===== src/rtl/td4_pkg.sv =====
// Shared TD4 definitions: run-mode encoding used by the mother board, the IO
// decode and the clock controller, the clock-controller state encoding, and
// width helpers for counters sized from parameters.
package td4_pkg;

  // Run-mode switch encoding as it appears on the mode pins.
  typedef enum logic [1:0] {
    MODE_HALT = 2'b00,
    MODE_SLOW = 2'b01,
    MODE_FAST = 2'b10,
    MODE_STEP = 2'b11
  } clk_mode_t;

  // Clock-controller FSM states, one per run mode.
  typedef enum logic [1:0] {
    S_HALT = 2'b00,
    S_SLOW = 2'b01,
    S_FAST = 2'b10,
    S_STEP = 2'b11
  } clk_state_t;

  // Bits needed to hold 0..range_hi-1, never less than one bit.
  function automatic int unsigned width_min1(input int unsigned range_hi);
    if (range_hi <= 32'd1) begin
      return 32'd1;
    end else begin
      return $clog2(range_hi);
    end
  endfunction

  // Divider width: the SLOW divisor is the largest one the counter must hold.
  function automatic int unsigned div_width(input int unsigned clk_hz,
                                            input int unsigned slow_hz);
    return width_min1(clk_hz / slow_hz);
  endfunction

  // Map the switch setting onto the FSM state it selects.
  function automatic clk_state_t decode_mode(input clk_mode_t m);
    case (m)
      MODE_HALT: return S_HALT;
      MODE_SLOW: return S_SLOW;
      MODE_FAST: return S_FAST;
      MODE_STEP: return S_STEP;
      default:   return S_HALT;
    endcase
  endfunction

endpackage


===== src/rtl/debounce.sv =====
// Push-button conditioner: multi-flop synchroniser followed by a
// counter-based debouncer. The debounced level only flips after DEBOUNCE_CYC
// consecutive synchronised samples that disagree with it.
// Ports:
//   clk  - clock, rising edge
//   rst  - synchronous active-high reset
//   din  - raw asynchronous button input
//   dout - debounced level (registered)
//   rise - one-cycle pulse in the cycle dout goes 0 -> 1 (registered)
// SYNC_STAGES must be at least 2.
module debounce
  import td4_pkg::*;
#(
  parameter int unsigned SYNC_STAGES  = 2,
  parameter int unsigned DEBOUNCE_CYC = 1_000_000
) (
  input  logic clk,
  input  logic rst,
  input  logic din,
  output logic dout,
  output logic rise
);

  localparam int unsigned     DW      = width_min1(DEBOUNCE_CYC);
  localparam logic [DW-1:0]   DB_TERM = DW'(DEBOUNCE_CYC - 32'd1);

  logic [SYNC_STAGES-1:0] sync_r;
  logic                   sync_out_s;
  logic                   differs_s;
  logic                   flip_s;
  logic [DW-1:0]          db_cnt_r;
  logic                   dout_r;
  logic                   rise_r;

  // Compare the synchronised sample against the accepted level.
  always_comb begin
    sync_out_s = sync_r[SYNC_STAGES-1];
    differs_s  = (sync_out_s != dout_r);
    // The sample arriving while the counter sits at its terminal value is the
    // DEBOUNCE_CYC-th consecutive disagreeing one.
    flip_s     = differs_s && (db_cnt_r == DB_TERM);
  end

  // Synchroniser shift chain; din enters at bit 0.
  always_ff @(posedge clk) begin
    if (rst) begin
      sync_r <= {SYNC_STAGES{1'b0}};
    end else begin
      sync_r <= {sync_r[SYNC_STAGES-2:0], din};
    end
  end

  // Stability counter, accepted level and rising-edge pulse.
  always_ff @(posedge clk) begin
    if (rst) begin
      db_cnt_r <= {DW{1'b0}};
      dout_r   <= 1'b0;
      rise_r   <= 1'b0;
    end else if (flip_s) begin
      db_cnt_r <= {DW{1'b0}};
      dout_r   <= sync_out_s;
      rise_r   <= sync_out_s;
    end else if (differs_s) begin
      db_cnt_r <= db_cnt_r + DW'(1'b1);
      dout_r   <= dout_r;
      rise_r   <= 1'b0;
    end else begin
      db_cnt_r <= {DW{1'b0}};
      dout_r   <= dout_r;
      rise_r   <= 1'b0;
    end
  end

  assign dout = dout_r;
  assign rise = rise_r;

endmodule


===== src/rtl/clock_ctrl.sv =====
// CPU clock-enable generator. Everything stays on clk; the CPU qualifies its
// register updates with the one-cycle tick pulse. Run modes: HALT (no ticks),
// SLOW / FAST (divided auto-run), STEP (one tick per debounced button press).
// Ports:
//   clk        - board clock, rising edge
//   rst        - synchronous active-high reset
//   mode       - 00 HALT, 01 SLOW, 10 FAST, 11 STEP (quasi-static switch)
//   step_btn   - raw asynchronous step push button, active-high
//   halt_req   - CPU halt level; suppresses auto-run ticks
//   tick       - one-cycle clock-enable pulse to the CPU
//   running    - SLOW/FAST active and not halted
//   tick_count - wrapping count of issued ticks
module clock_ctrl
  import td4_pkg::*;
#(
  parameter int unsigned CLK_HZ       = 100_000_000,
  parameter int unsigned SLOW_HZ      = 1,
  parameter int unsigned FAST_HZ      = 10,
  parameter int unsigned DEBOUNCE_CYC = 1_000_000,
  parameter int unsigned SYNC_STAGES  = 2
) (
  input  logic       clk,
  input  logic       rst,
  input  logic [1:0] mode,
  input  logic       step_btn,
  input  logic       halt_req,
  output logic       tick,
  output logic       running,
  output logic [7:0] tick_count
);

  localparam int unsigned   CW        = div_width(CLK_HZ, SLOW_HZ);
  localparam logic [CW-1:0] SLOW_TERM = CW'(CLK_HZ / SLOW_HZ - 32'd1);
  localparam logic [CW-1:0] FAST_TERM = CW'(CLK_HZ / FAST_HZ - 32'd1);

  clk_mode_t     mode_s;
  clk_mode_t     mode_r;
  clk_state_t    state_r;
  clk_state_t    state_next_s;
  logic          mode_chg_s;
  logic          auto_s;
  logic          div_hold_s;
  logic          halt_r;
  logic [CW-1:0] div_term_s;
  logic [CW-1:0] div_cnt_r;
  logic [CW-1:0] div_cnt_next_s;
  logic          tick_r;
  logic          tick_next_s;
  logic          running_r;
  logic          running_next_s;
  logic [7:0]    tick_count_r;
  logic          btn_level_s;
  logic          btn_rise_s;

  debounce #(
    .SYNC_STAGES  (SYNC_STAGES),
    .DEBOUNCE_CYC (DEBOUNCE_CYC)
  ) u_step_debounce (
    .clk  (clk),
    .rst  (rst),
    .din  (step_btn),
    .dout (btn_level_s),
    .rise (btn_rise_s)
  );

  // Next state, divider next value, next tick and next running flag.
  always_comb begin
    mode_s         = clk_mode_t'(mode);
    state_next_s   = decode_mode(mode_s);
    mode_chg_s     = (mode_s != mode_r);
    auto_s         = 1'b0;
    div_term_s     = SLOW_TERM;
    div_cnt_next_s = {CW{1'b0}};
    tick_next_s    = 1'b0;

    case (state_r)
      S_SLOW: begin
        auto_s     = 1'b1;
        div_term_s = SLOW_TERM;
      end
      S_FAST: begin
        auto_s     = 1'b1;
        div_term_s = FAST_TERM;
      end
      S_HALT: begin
        auto_s     = 1'b0;
        div_term_s = SLOW_TERM;
      end
      S_STEP: begin
        auto_s     = 1'b0;
        div_term_s = SLOW_TERM;
      end
      default: begin
        auto_s     = 1'b0;
        div_term_s = SLOW_TERM;
      end
    endcase

    // halt_r (not halt_req) gates the divider so a tick already in flight
    // when the CPU raises halt_req is still delivered.
    div_hold_s = !auto_s || halt_r || mode_chg_s;

    if (div_hold_s) begin
      div_cnt_next_s = {CW{1'b0}};
    end else if (div_cnt_r == div_term_s) begin
      div_cnt_next_s = {CW{1'b0}};
    end else begin
      div_cnt_next_s = div_cnt_r + CW'(1'b1);
    end

    // tick is high in the cycle the counter sits at its terminal value, so a
    // fresh count from 0 produces its first tick DIV cycles after entry.
    if (state_r == S_STEP) begin
      // rise only ever pulses together with a high level; requiring both keeps
      // a corrupted rise pulse from issuing a step.
      tick_next_s = btn_rise_s && btn_level_s;
    end else begin
      tick_next_s = !div_hold_s && (div_cnt_next_s == div_term_s);
    end

    // Never fire on a mode switch, never two cycles in a row.
    tick_next_s = tick_next_s && !mode_chg_s && !tick_r;

    running_next_s = ((state_next_s == S_SLOW) || (state_next_s == S_FAST)) && !halt_req;
  end

  // FSM state register plus the registered copy of mode used for change detection.
  always_ff @(posedge clk) begin
    if (rst) begin
      state_r <= S_HALT;
      mode_r  <= MODE_HALT;
    end else begin
      state_r <= state_next_s;
      mode_r  <= mode_s;
    end
  end

  // Divider, halt sampling and registered outputs.
  always_ff @(posedge clk) begin
    if (rst) begin
      halt_r       <= 1'b0;
      div_cnt_r    <= {CW{1'b0}};
      tick_r       <= 1'b0;
      running_r    <= 1'b0;
      tick_count_r <= 8'd0;
    end else begin
      halt_r       <= halt_req;
      div_cnt_r    <= div_cnt_next_s;
      tick_r       <= tick_next_s;
      running_r    <= running_next_s;
      tick_count_r <= tick_count_r + {7'd0, tick_next_s};
    end
  end

  assign tick       = tick_r;
  assign running    = running_r;
  assign tick_count = tick_count_r;

endmodule


===== config.mk =====
export PLATFORM = sky130hd
export DESIGN_NAME = clock_ctrl
export DESIGN_NICKNAME = d
export VERILOG_FILES = /design/src/rtl/td4_pkg.sv /design/src/rtl/debounce.sv /design/src/rtl/clock_ctrl.sv
export SDC_FILE = /design/constraint.sdc
export NUM_CORES = 1
export LEC_CHECK = 0
export ABC_CLOCK_PERIOD_IN_PS = 4850
export BUFFER_PORTS_ARGS = -buffer_cell sky130_fd_sc_hd__buf_2
export CORE_ASPECT_RATIO = 1.75
export CORE_MARGIN = 5
export CORE_UTILIZATION = 60
export DETAILED_ROUTE_END_ITERATION = 8
export GPL_ROUTABILITY_DRIVEN = 0
export GPL_TIMING_DRIVEN = 1
export PLACE_DENSITY = 0.84
export SYNTH_ARGS = -nofsm -noshare
export SYNTH_HDL_FRONTEND = slang
export SYNTH_SLANG_ARGS = --single-unit

===== constraint.sdc =====
create_clock -name clk -period 4.85 [get_ports clk]
set_input_delay 0.2425 -clock clk [delete_from_list [all_inputs] [get_ports clk]]
set_output_delay 0.2425 -clock clk [all_outputs]
set_load 0.02 [all_outputs]

==> impl_metrics.prom <==
# TYPE chip_impl_metric gauge
chip_impl_info{name="run_status",value="completed"} 1
chip_impl_metric{name="antenna_left",unit=""} 0
chip_impl_metric{name="cts_resized",unit=""} 0
chip_impl_metric{name="placeableCoreArea",unit="mm²"} 0.00526
chip_impl_metric{name="post_drt_via_cell_ratio",unit=""} 5.97
chip_impl_metric{name="number_of_enable_type_register_cells_in_the_synthesized_netlist",unit=""} 0
chip_impl_metric{name="clock_sinks",unit=""} 66
chip_impl_info{name="synth_top_family_by_area",value="simple AND/OR/NAND/NOR gates"} 1
chip_impl_metric{name="synth_compound_gate_area_share",unit="%"} 6.37
chip_impl_metric{name="clock_latency",unit="ns"} 0.35
chip_impl_info{name="most_frequent_standard_cell_in_the_layout_excluding_fill_and_tap_cells",value="nor2_1"} 1
chip_impl_metric{name="max_capacitance_violation_count",unit=""} 0
chip_impl_info{name="criticalPathCategory",value="flop to flop"} 1
chip_impl_info{name="cts_tree",value="done"} 1
chip_impl_metric{name="clock_transition_at_path_regs",unit="ns"} 0.07
chip_impl_metric{name="pre_repair_dr_iteration_count",unit=""} 4
chip_impl_metric{name="postSynthCellCount",unit=""} 368
chip_impl_metric{name="netlist-cell-type-count",unit=""} 54
chip_impl_metric{name="fin_worst_skew",unit="ns"} 0.00982
chip_impl_metric{name="post_synth_xor_area_fraction",unit="%"} 13.6
chip_impl_metric{name="setup_viol_count_final",unit=""} 0
chip_impl_info{name="critical_path.endpoint_type",value="flop"} 1
chip_impl_metric{name="biggest_fanout_along_the_worst_timing_path",unit=""} 6
chip_impl_metric{name="clk_path_buf_depth",unit=""} 2
chip_impl_metric{name="die_height",unit="µm"} 107
chip_impl_metric{name="synth-seq-area-share",unit="%"} 41.0
chip_impl_metric{name="yosys-mux-area-fraction",unit="%"} 0.311
chip_impl_metric{name="timing.critical_path.required",unit="ns"} 5.08
chip_impl_metric{name="syn-mean-instance-area",unit="µm²"} 8.76
chip_impl_info{name="worstSetupStartpointType",value="flop"} 1
chip_impl_metric{name="tightest_slew",unit="ns"} 0.911
chip_impl_metric{name="drive_above_1_share",unit="%"} 11.7
chip_impl_metric{name="initial_core_util",unit="%"} 61.3
chip_impl_metric{name="vdd.ir_drop.worst",unit="mV"} 0.206
chip_impl_metric{name="io-pin-count",unit=""} 16
chip_impl_info{name="layout.cells.most_common_list",value="nor2_1 (69), dfxtp_1 (66), xnor2_1 (27), nand3_1 (25)"} 1
chip_impl_metric{name="hold_violations",unit=""} 0
chip_impl_metric{name="pwr_density_cell",unit="mW/mm²"} 285
chip_impl_metric{name="grt_use_met1",unit="%"} 21.2
chip_impl_metric{name="drcViolationCount",unit=""} 0
chip_impl_metric{name="p_leak",unit="nW"} 1.18
chip_impl_metric{name="grt.met3_usage",unit="%"} 4.93
chip_impl_metric{name="syn_nets",unit=""} 384
chip_impl_info{name="unrepaired_setup_endpoints_after_global_routing",value="false"} 1
chip_impl_metric{name="floorplan_die_area",unit="mm²"} 0.00699
chip_impl_metric{name="synth.ff_latch_count",unit=""} 66
chip_impl_metric{name="synth-async-reset-ratio",unit="%"} 0
chip_impl_metric{name="chipWidth",unit="µm"} 65.4
chip_impl_info{name="rr_endpoint",value="tick_count[5]$_SDFF_PP0_"} 1
chip_impl_metric{name="grt_util_met2",unit="%"} 37.1
chip_impl_metric{name="worst_ep_arrival_time",unit="ns"} 3.58
chip_impl_metric{name="cts_setup_buffers",unit=""} 0
chip_impl_metric{name="cts.htree.levels",unit=""} 3
chip_impl_metric{name="worst_r2r_path_depth",unit=""} 14
chip_impl_metric{name="fmax",unit="MHz"} 299
chip_impl_info{name="worst_setup_path_startpoint",value="state_r[0]$_SDFF_PP0_"} 1
chip_impl_metric{name="synth_warnings",unit=""} 0
chip_impl_metric{name="number_of_global_route_vias_before_repair",unit=""} 2537
chip_impl_metric{name="hold_buffers",unit=""} 0
chip_impl_info{name="endpoint",value="tick_count[5]$_SDFF_PP0_"} 1
chip_impl_info{name="postSynth.topFlopCell",value="dfxtp_1"} 1
chip_impl_metric{name="wirelength",unit="mm"} 6.60
chip_impl_metric{name="largest_net_degree_at_the_start_of_global_routing",unit=""} 27
chip_impl_metric{name="design_power_total",unit="W"} 0.000988
chip_impl_metric{name="row_count",unit=""} 35
chip_impl_metric{name="post-route-period-util",unit="%"} 69.0
chip_impl_metric{name="synth.cell_area",unit="mm²"} 0.00322
chip_impl_metric{name="hpwl",unit="mm"} 4.78
chip_impl_metric{name="iteration_0_drc_count_of_the_detailed_router",unit=""} 148
chip_impl_info{name="holdCritPathClass",value="input port to flop"} 1
chip_impl_metric{name="antenna_cells_inserted",unit=""} 0
chip_impl_metric{name="grtUsageTotal",unit="%"} 21.1
chip_impl_info{name="reg2reg_from",value="state_r[0]$_SDFF_PP0_"} 1
chip_impl_metric{name="reg2reg_setup_slack",unit="ns"} 1.51
chip_impl_metric{name="finish.net_count",unit=""} 397
chip_impl_info{name="clock_tree.root_cell",value="clkbuf_8"} 1
chip_impl_metric{name="synth_simple_gate_area_share",unit="%"} 31.5
chip_impl_metric{name="routed-via-count",unit=""} 2634
chip_impl_metric{name="grt_antenna_before_repair",unit=""} 0
chip_impl_metric{name="max-slew-margin-rel",unit="%"} 39.3
chip_impl_metric{name="gr-total-overflow",unit=""} 0
chip_impl_metric{name="finalCriticalPeriod",unit="ns"} 3.34
chip_impl_metric{name="port_buffers",unit=""} 15
chip_impl_metric{name="first_pass_grt_wire_length",unit="mm"} 11.3
chip_impl_metric{name="setup_total_negative_slack",unit="ns"} 0
chip_impl_metric{name="numCtsBuffers",unit=""} 9
chip_impl_info{name="top_usage_layer",value="met2"} 1
chip_impl_metric{name="report.final.slew_viol_count",unit=""} 0
chip_impl_metric{name="layout-area-overhead-vs-synth",unit="%"} 7.69
chip_impl_metric{name="yosys.area_share.adder",unit="%"} 3.88
chip_impl_metric{name="post_drt_wl_per_cell",unit="µm"} 15.0
## worst max-delay path, cell delays in order, from the launching register on
cell and delay, ns:
dfxtp_1 0.34, inv_1 0.05, ha_1 0.25, nand2b_1 0.15, or4_1 0.49, a2111oi_2 0.44
o221ai_1 0.20, and4bb_1 0.32, nor2_1 0.05, o21ai_0 0.17, ha_1 0.20, and3_1 0.22
nand3_1 0.11, xor2_1 0.17, nor2_1 0.05
## state kept, by name (all words and copies together), names as in the netlist, 2 cells and up
register                  flops
u_step_debounce.db_cnt_r     20
mode_r                        2
div_cnt_r                    27
u_step_debounce.sync_r        2
state_r                       2
tick_count                    8
## cell type report
| cell class | count | area [µm²] |
|---|---|---|
| inverter | 9 | 33.8 |
| timing repair buffer | 15 | 75.1 |
| fill | 435 | 1790 |
| multi-input combinational | 280 | 1790 |
| sequential | 66 | 1320 |
| clock inverter | 6 | 41.3 |
| tap | 55 | 68.8 |
| clock buffer | 10 | 138 |
## where the power goes
group | internal, W | switching (W) | total [W]
logic | 0.00000922 | 0.0000154 | 0.0000246
clock network | 0.000199 | 0.000216 | 0.000415
registers | 0.000546 | 0.00000244 | 0.000548
## layer usage
metal  vias up  share of wire, %
met5         -                 0
li1       1291                 -
met3        33               4.0
met1      1230                38
met2        80                52
met4         0               5.0
## how the worst min path moves through the flow
stage	from	to	slack, ns	cells past startpoint
2_1_floorplan	halt_req	running$_SDFF_PP0_	0.32	1
3_3_place_gp	halt_req	running$_SDFF_PP0_	0.42	2
3_5_place_dp	halt_req	running$_SDFF_PP0_	0.42	2
4_1_cts	halt_req	running$_SDFF_PP0_	0.04	2
5_1_grt	halt_req	running$_SDFF_PP0_	0.06	2
6_report	halt_req	running$_SDFF_PP0_	0.05	2
## cell usage after synthesis, types with 2 or more instances
master	n	share of area, %
dfxtp_1	66	41
and2_1	2	0.39
nand3_1	25	3.9
ha_1	10	3.9
nand4b_1	2	0.54
nor4_1	7	1.4
o21ba_2	2	0.62
or3_1	5	0.97
and3_1	11	2.1
or4_1	2	0.47
inv_1	9	1.0
nor3_1	7	1.1
nand4_1	10	1.9
clkbuf_1	5	0.58
buf_4	4	0.93
a21oi_1	5	0.78
nor2b_1	10	1.9
and4_1	4	1.1
o21ai_0	5	0.78
nor2_1	69	8.0
xor2_1	23	6.3
nand2_1	23	2.7
xnor2_1	27	7.3
nor3b_1	2	0.47
buf_2	3	0.47
o2111ai_1	2	0.54
## per-stage QoR
step | setup slack [ns] | area (µm²) | cells | util (%) | hold WS, ns
floorplan | 1.82 | 3220 | 368 | - | 0.319
global placement | 1.62 | 3290 | 425 | 62.6 | 0.416
detailed placement | 1.51 | 3290 | 425 | 62.6 | 0.420
CTS | 1.49 | 3470 | 441 | 66.0 | 0.0401
global route | 1.25 | 3470 | 441 | 66.0 | 0.0628
finish | 1.51 | 3470 | 441 | 66.0 | 0.0537
## logic make-up (layout without fill, tap and decap cells)
| logic type | after synthesis | count (layout) |
|---|---|---|
| AO/OA/AOI/OAI | 26 | 26 |
| buffers and inverters | 22 | 40 |
| multiplexers | 1 | 1 |
| flip-flops | 66 | 66 |
| XOR/XNOR | 50 | 50 |
| AND/OR/NAND/NOR | 193 | 193 |
| adder cells (fa/ha/maj) | 10 | 10 |
Power figures use the tool's default switching activity.
